<file path="src/rtl/clock_ctrl_if.sv">
// Control/status bundle for clock_ctrl: mode/step/divider inputs and the CPU tick outputs.
interface clock_ctrl_if #(
    parameter int unsigned DIV_W = 21
);
    logic             run;
    logic             step;
    logic [DIV_W-1:0] div;
    logic             cpu_ce;
    logic             cpu_clk;
    logic [15:0]      ce_count;

    modport master (output run, step, div, input cpu_ce, cpu_clk, ce_count);
    modport slave  (input run, step, div, output cpu_ce, cpu_clk, ce_count);
endinterface

</file>
<file path="src/rtl/clock_ctrl.sv">
// CPU clock-enable generator: free-run divider or debounced single-step, plus LED clock and pulse count.
// Define CLKCTL_DEBOUNCE_EN to debounce the step button; otherwise the synchronised level is used directly.
module clock_ctrl #(
    parameter int unsigned DIV_W     = 21,
    parameter int unsigned DB_CYCLES = 50000,
    parameter int unsigned DB_W      = 16
) (
    input  logic         clk,
    input  logic         rst,
    clock_ctrl_if.slave  bus
);
    localparam int unsigned CNT_W = 16;

    typedef enum logic [1:0] {IDLE, RUN, PULSE, RELEASE} state_e;

    state_e           state_q, state_d;
    logic [DIV_W-1:0] cnt_q, cnt_d;
    logic [1:0]       run_sync_q, run_sync_d;
    logic [1:0]       step_sync_q, step_sync_d;
    logic             step_db_prev_q, step_db_prev_d;
    logic             cpu_ce_q, cpu_ce_d;
    logic             cpu_clk_q, cpu_clk_d;
    logic [CNT_W-1:0] ce_count_q, ce_count_d;
    logic             run_s, step_s, step_db, step_rise;

    assign run_s     = run_sync_q[1];
    assign step_s    = step_sync_q[1];
    assign step_rise = step_db & ~step_db_prev_q;

`ifdef CLKCTL_DEBOUNCE_EN
    logic [DB_W-1:0] db_cnt_q, db_cnt_d;
    logic            step_db_q, step_db_d;

    // Accept a new button level only after it has differed for DB_CYCLES straight cycles
    always_comb begin
        db_cnt_d  = '0;
        step_db_d = step_db_q;
        if (step_s != step_db_q) begin
            if (db_cnt_q == DB_W'(DB_CYCLES - 1)) begin
                step_db_d = step_s;
            end else begin
                db_cnt_d = db_cnt_q + DB_W'(1);
            end
        end
    end

    always_ff @(posedge clk or posedge rst) begin
        if (rst) begin
            db_cnt_q  <= '0;
            step_db_q <= 1'b0;
        end else begin
            db_cnt_q  <= db_cnt_d;
            step_db_q <= step_db_d;
        end
    end

    assign step_db = step_db_q;
`else
    logic unused_db_cfg;
    assign unused_db_cfg = ^(DB_W'(DB_CYCLES));
    assign step_db       = step_s;
`endif

    // Synchronisers, tick state machine and pulse side effects
    always_comb begin
        run_sync_d     = {run_sync_q[0], bus.run};
        step_sync_d    = {step_sync_q[0], bus.step};
        step_db_prev_d = step_db;
        state_d        = state_q;
        cnt_d          = cnt_q;
        cpu_ce_d       = 1'b0;
        cpu_clk_d      = cpu_clk_q;
        ce_count_d     = ce_count_q;

        if (cpu_ce_q) begin
            cpu_clk_d  = ~cpu_clk_q;
            ce_count_d = ce_count_q + CNT_W'(1);
        end

        case (state_q)
            IDLE: begin
                if (run_s) begin
                    state_d = RUN;
                    cnt_d   = '0;
                end else if (step_rise) begin
                    state_d  = PULSE;
                    cpu_ce_d = 1'b1;
                end
            end
            RUN: begin
                if (!run_s) begin
                    state_d = IDLE;
                    cnt_d   = '0;
                end else if (cnt_q >= bus.div) begin
                    // >= so that lowering div below cnt fires at once instead of wrapping
                    cpu_ce_d = 1'b1;
                    cnt_d    = '0;
                end else begin
                    cnt_d = cnt_q + DIV_W'(1);
                end
            end
            PULSE: state_d = RELEASE;
            RELEASE: begin
                if (run_s) begin
                    state_d = RUN;
                    cnt_d   = '0;
                end else if (!step_db) begin
                    state_d = IDLE;
                end
            end
            default: state_d = IDLE;
        endcase
    end

    always_ff @(posedge clk or posedge rst) begin
        if (rst) begin
            state_q        <= IDLE;
            cnt_q          <= '0;
            run_sync_q     <= '0;
            step_sync_q    <= '0;
            step_db_prev_q <= 1'b0;
            cpu_ce_q       <= 1'b0;
            cpu_clk_q      <= 1'b0;
            ce_count_q     <= '0;
        end else begin
            state_q        <= state_d;
            cnt_q          <= cnt_d;
            run_sync_q     <= run_sync_d;
            step_sync_q    <= step_sync_d;
            step_db_prev_q <= step_db_prev_d;
            cpu_ce_q       <= cpu_ce_d;
            cpu_clk_q      <= cpu_clk_d;
            ce_count_q     <= ce_count_d;
        end
    end

    assign bus.cpu_ce   = cpu_ce_q;
    assign bus.cpu_clk  = cpu_clk_q;
    assign bus.ce_count = ce_count_q;
endmodule

</file>
<file path="src/flat_wrapper.sv">
// flat-port wrapper written by rule: the top's interface ports become plain ports
module clock_ctrl_flat 
#(
    parameter int unsigned DIV_W     = 21,
    parameter int unsigned DB_CYCLES = 50000,
    parameter int unsigned DB_W      = 16
)
  (clk, rst, bus_run, bus_step, bus_div, bus_cpu_ce, bus_cpu_clk, bus_ce_count);
  clock_ctrl_if #(.DIV_W(DIV_W)) bus_i ();
  input  logic clk;
  input  logic rst;
  input wire logic [$bits(bus_i.run)-1:0] bus_run;
  input wire logic [$bits(bus_i.step)-1:0] bus_step;
  input wire logic [$bits(bus_i.div)-1:0] bus_div;
  output wire logic [$bits(bus_i.cpu_ce)-1:0] bus_cpu_ce;
  output wire logic [$bits(bus_i.cpu_clk)-1:0] bus_cpu_clk;
  output wire logic [$bits(bus_i.ce_count)-1:0] bus_ce_count;
  assign bus_i.run = bus_run;
  assign bus_i.step = bus_step;
  assign bus_i.div = bus_div;
  assign bus_cpu_ce = bus_i.cpu_ce;
  assign bus_cpu_clk = bus_i.cpu_clk;
  assign bus_ce_count = bus_i.ce_count;
  clock_ctrl #(.DIV_W(DIV_W), .DB_CYCLES(DB_CYCLES), .DB_W(DB_W)) u_core (.clk(clk), .rst(rst), .bus(bus_i));
endmodule
</file>
<file path="config.mk">
export PLATFORM = sky130hd
export DESIGN_NAME = clock_ctrl_flat
export DESIGN_NICKNAME = d
export VERILOG_FILES = /design/src/rtl/clock_ctrl_if.sv /design/src/rtl/clock_ctrl.sv /design/src/flat_wrapper.sv
export SDC_FILE = /design/constraint.sdc
export NUM_CORES = 1
export LEC_CHECK = 0
export CAP_MARGIN = 15
export CORE_ASPECT_RATIO = 0.6
export CORE_MARGIN = 4
export CORE_UTILIZATION = 60
export CTS_BUF_LIST = sky130_fd_sc_hd__clkbuf_4 sky130_fd_sc_hd__clkbuf_8
export DETAILED_ROUTE_END_ITERATION = 10
export HOLD_SLACK_MARGIN = 0.12
export PLACE_DENSITY = 0.94
export SYNTH_ARGS = -nofsm -noshare
export SYNTH_HDL_FRONTEND = slang
export SYNTH_SLANG_ARGS = --single-unit
</file>
<file path="constraint.sdc">
create_clock -name clk -period 3.8 [get_ports clk]
set_input_delay 1.14 -clock clk [delete_from_list [all_inputs] [get_ports clk]]
set_output_delay 1.14 -clock clk [all_outputs]
set_load 0.1 [all_outputs]
</file>
==> metrics <==
min Tclk post-route=3.49 ns; Via Count=roughly 2.5k; Remaining DRCs=0; Worst Setup Start Kind=input port; register area share after synthesis=between 40% and 50%; arrival time at the worst endpoint=roughly 3.7 ns; top-area cell type share of the netlist area=approximately two fifths; via/cell ratio=between 6 and 7; asr flop ratio synth=between 90% and 100%; worst rel slew slack=about a fifth; min-delay worst type=reg2reg; WL final=~6.8 mm; maximum vdd ir drop=~0.00052 V; crit path max-delay cell type=clkdlybuf4s50_1; Initial DRT Pass Iterations=5; Initial Util=64.9%; Ys Warns=0; core footprint=4280 um2; share of layout cells above drive strength 1=around an eighth; Iteration-0 DRC Markers=around 220; Final ANT Viol Nets=0; vias in the first global route=between 2k and 2.5k; CTS buffer count=5; clock buffer depth=2; Yosys top cell by area=dfrtp_1; commonest cells after routing, fill and taps aside=46 x dfrtp_1, 37 x nand2_1, 32 x inv_1, 27 x ha_1, 24 x clkdlybuf4s50_1; Synth Instances=roughly 300; worst r2r dst=u_core.cnt_q[7]; endpoint type of the worst setup path=flip-flop; Root Driver=clkbuf_8; R2R setup slack=roughly 1.1 ns; #FFs+latches synth=46; Least-Margin Pin Slew=1.17 ns; routability cong.=between 0.8 and 0.9; clock latency at the later pin of the worst-skew pair=about 0.30 ns; die extent in x=about 96 um; routed len/inst=between 15 and 20 um; Main synth FF type=dfrtp_1; Final Hold Fails=0; Area contributors post-synth=dfrtp_1 41%, ha_1 12%, nand2_1 5.0%, inv_1 4.5%, nand4_1 4.1%; max-slew violations=0; antenna violations before repair=0; Post-CTS Setup Bufs=0; Net Sw Power=~0.69 mW; # setup viols final=0; reg2reg path depth=9; Nets=just under 400; kind of critical path=in2reg; CTS clock-pin slew for the worst setup and hold paths=0.08 ns; RSZ-0062 raised after global routing=false; Hold EP=u_core.run_sync_q[1]; Power, Total=1.58 mW; largest net degree at the start of global routing=32; WP buf/inv=3; Total GRT Usage=25.3%; CP max FO=11; first-pass GRT wire length=11.0 mm; syn avg cell area=between 9 and 10 um2; Port-buffer cells=between 40 and 50; clock power share=~20%; Inst Count DP=between 300 and 400; hold depth=0; power density of the placed cells=roughly 470 nW/um2; most common cell after layout, fill and taps aside=dfrtp_1; Switching Share=a little over two fifths; skew final=~0.0047 ns; P_int=0.887 mW; antenna cells=0; FP Rows=18; Layout area overhead=20.4%; Final Cycle Share=roughly 92%; CP delay by family, top=buffers and inverters; Reg-to-Reg Start=u_core.cnt_q[0]; CTS H-tree depth=2; num ports=43; Sequential Power Share=39.0%; Logic pwr share=between 40% and 50%; CTS tree=yes; EDFF count, synth=0; status=completed; fmax=287 MHz; DIE AREA=5810 um2; syn nets=~350; min-delay src=u_core.run_sync_q[0]; Post-Syn Area=between 2000 and 3000 um2; Sink Count=46; P_leak=around 1.6 nW; hpwl dp=around 4.9 mm; Congestion Overflow GR=0; max incr delay on CP=around 0.45 ns; Finished Layout Cells=around 400; Die Y=between 60 and 70 um; Critical Path RT=3.98 ns; max-cap violations=0; post-synthesis cell type count=44; critical path cell sequence=clkdlybuf4s50_1 > inv_1 > ha_1 > nand4_1 > nor4_1 > and2_1 > a21oi_2 > nand2_1 > buf_4 > o311ai_1; critical path depth=10
## worst max path at each step
stage	slack, ns	endpoint	from
5_1_grt	0.13	u_core.cnt_q[10]	bus_div[20]
3_5_place_dp	-0.15	u_core.cnt_q[7]	bus_div[20]
6_report	0.31	u_core.cnt_q[7]	bus_div[18]
4_1_cts	0.08	u_core.cnt_q[7]	bus_div[20]
2_1_floorplan	0.92	u_core.cnt_q[8]	bus_div[20]
3_3_place_gp	-0.003	u_core.cnt_q[10]	bus_div[20]
## cells in the mapped netlist (all sizes together) (4+ instances only)
master / instances
dfrtp: 46
xor2: 4
a21oi: 9
xnor2: 12
and3: 7
ha: 27
nand2: 37
clkbuf: 6
o21ai: 8
nor3: 4
nand3: 18
o311ai: 10
nor2: 10
nand4: 18
o22ai: 4
a31oi: 8
nand2b: 4
inv: 33
## metrics by stage
step | TNS, ns | hold slack [ns] | util (%) | setup slack (ns) | cell area, um2
2_1_floorplan | 0 | 0.331 | - | 0.922 | 2780
3_3_place_gp | -0.00388 | 0.332 | 75.3 | -0.00291 | 3220
3_5_place_dp | -0.999 | 0.346 | 75.3 | -0.152 | 3220
4_1_cts | 0 | 0.364 | 77.5 | 0.0759 | 3320
5_1_grt | 0 | 0.394 | 78.1 | 0.132 | 3340
6_report | 0 | 0.365 | 78.1 | 0.315 | 3340
## cell type report
class / instances / area, um2
clock buffers: 7 / 90.1
inverters: 33 / 124
fillers: 272 / 938
flip-flops and latches: 46 / 1150
repair buffers: 47 / 425
clock inverters: 1 / 5.00
well taps: 60 / 75.1
multi-input cells: 209 / 1470
## metal layers
metal	track usage (%)	part of all wire (%)	up-vias
met4	8.50	2.6	0
met1	35.9	43	1144
met5	0	0	-
met3	6.94	11	24
met2	37.8	44	145
li1	-	-	1151
## power groups by stage
stage / clock (mW) / sequential, mW / combinational, mW
final: 0.310 / 0.616 / 0.654
after floorplan: 0 / 0.804 / 0.272
after detailed placement: 0 / 0.621 / 0.626
after CTS: 0.319 / 0.612 / 0.646
after global placement: 0 / 0.617 / 0.609
after global routing: 0.342 / 0.625 / 0.695
## repair_timing
action	in CTS	in global routing
setup endpoints to repair	0	11
resized for setup	0	1
hold buffers	0	0
## sequential cells by signal, indices dropped and copies added, names as in the netlist
signal / cells
u_core.bus.cpu_clk: 1
u_core.run_sync_q: 2
u_core.bus.cpu_ce: 1
u_core.bus.ce_count: 16
u_core.step_db_prev_q: 1
u_core.cnt_q: 21
u_core.state_q: 2
u_core.step_sync_q: 2
## cell families after synthesis
family,share of synthesized area [%]
AOI/OAI and AO/OA,13.4
xor gates and xnor gates,5.05
adders and majority gates,12.2
buffers and inverters,5.82
DFF,41.5
muxes,1.13
and+or+nand+nor,21.0
Power figures use the tool's default switching activity.
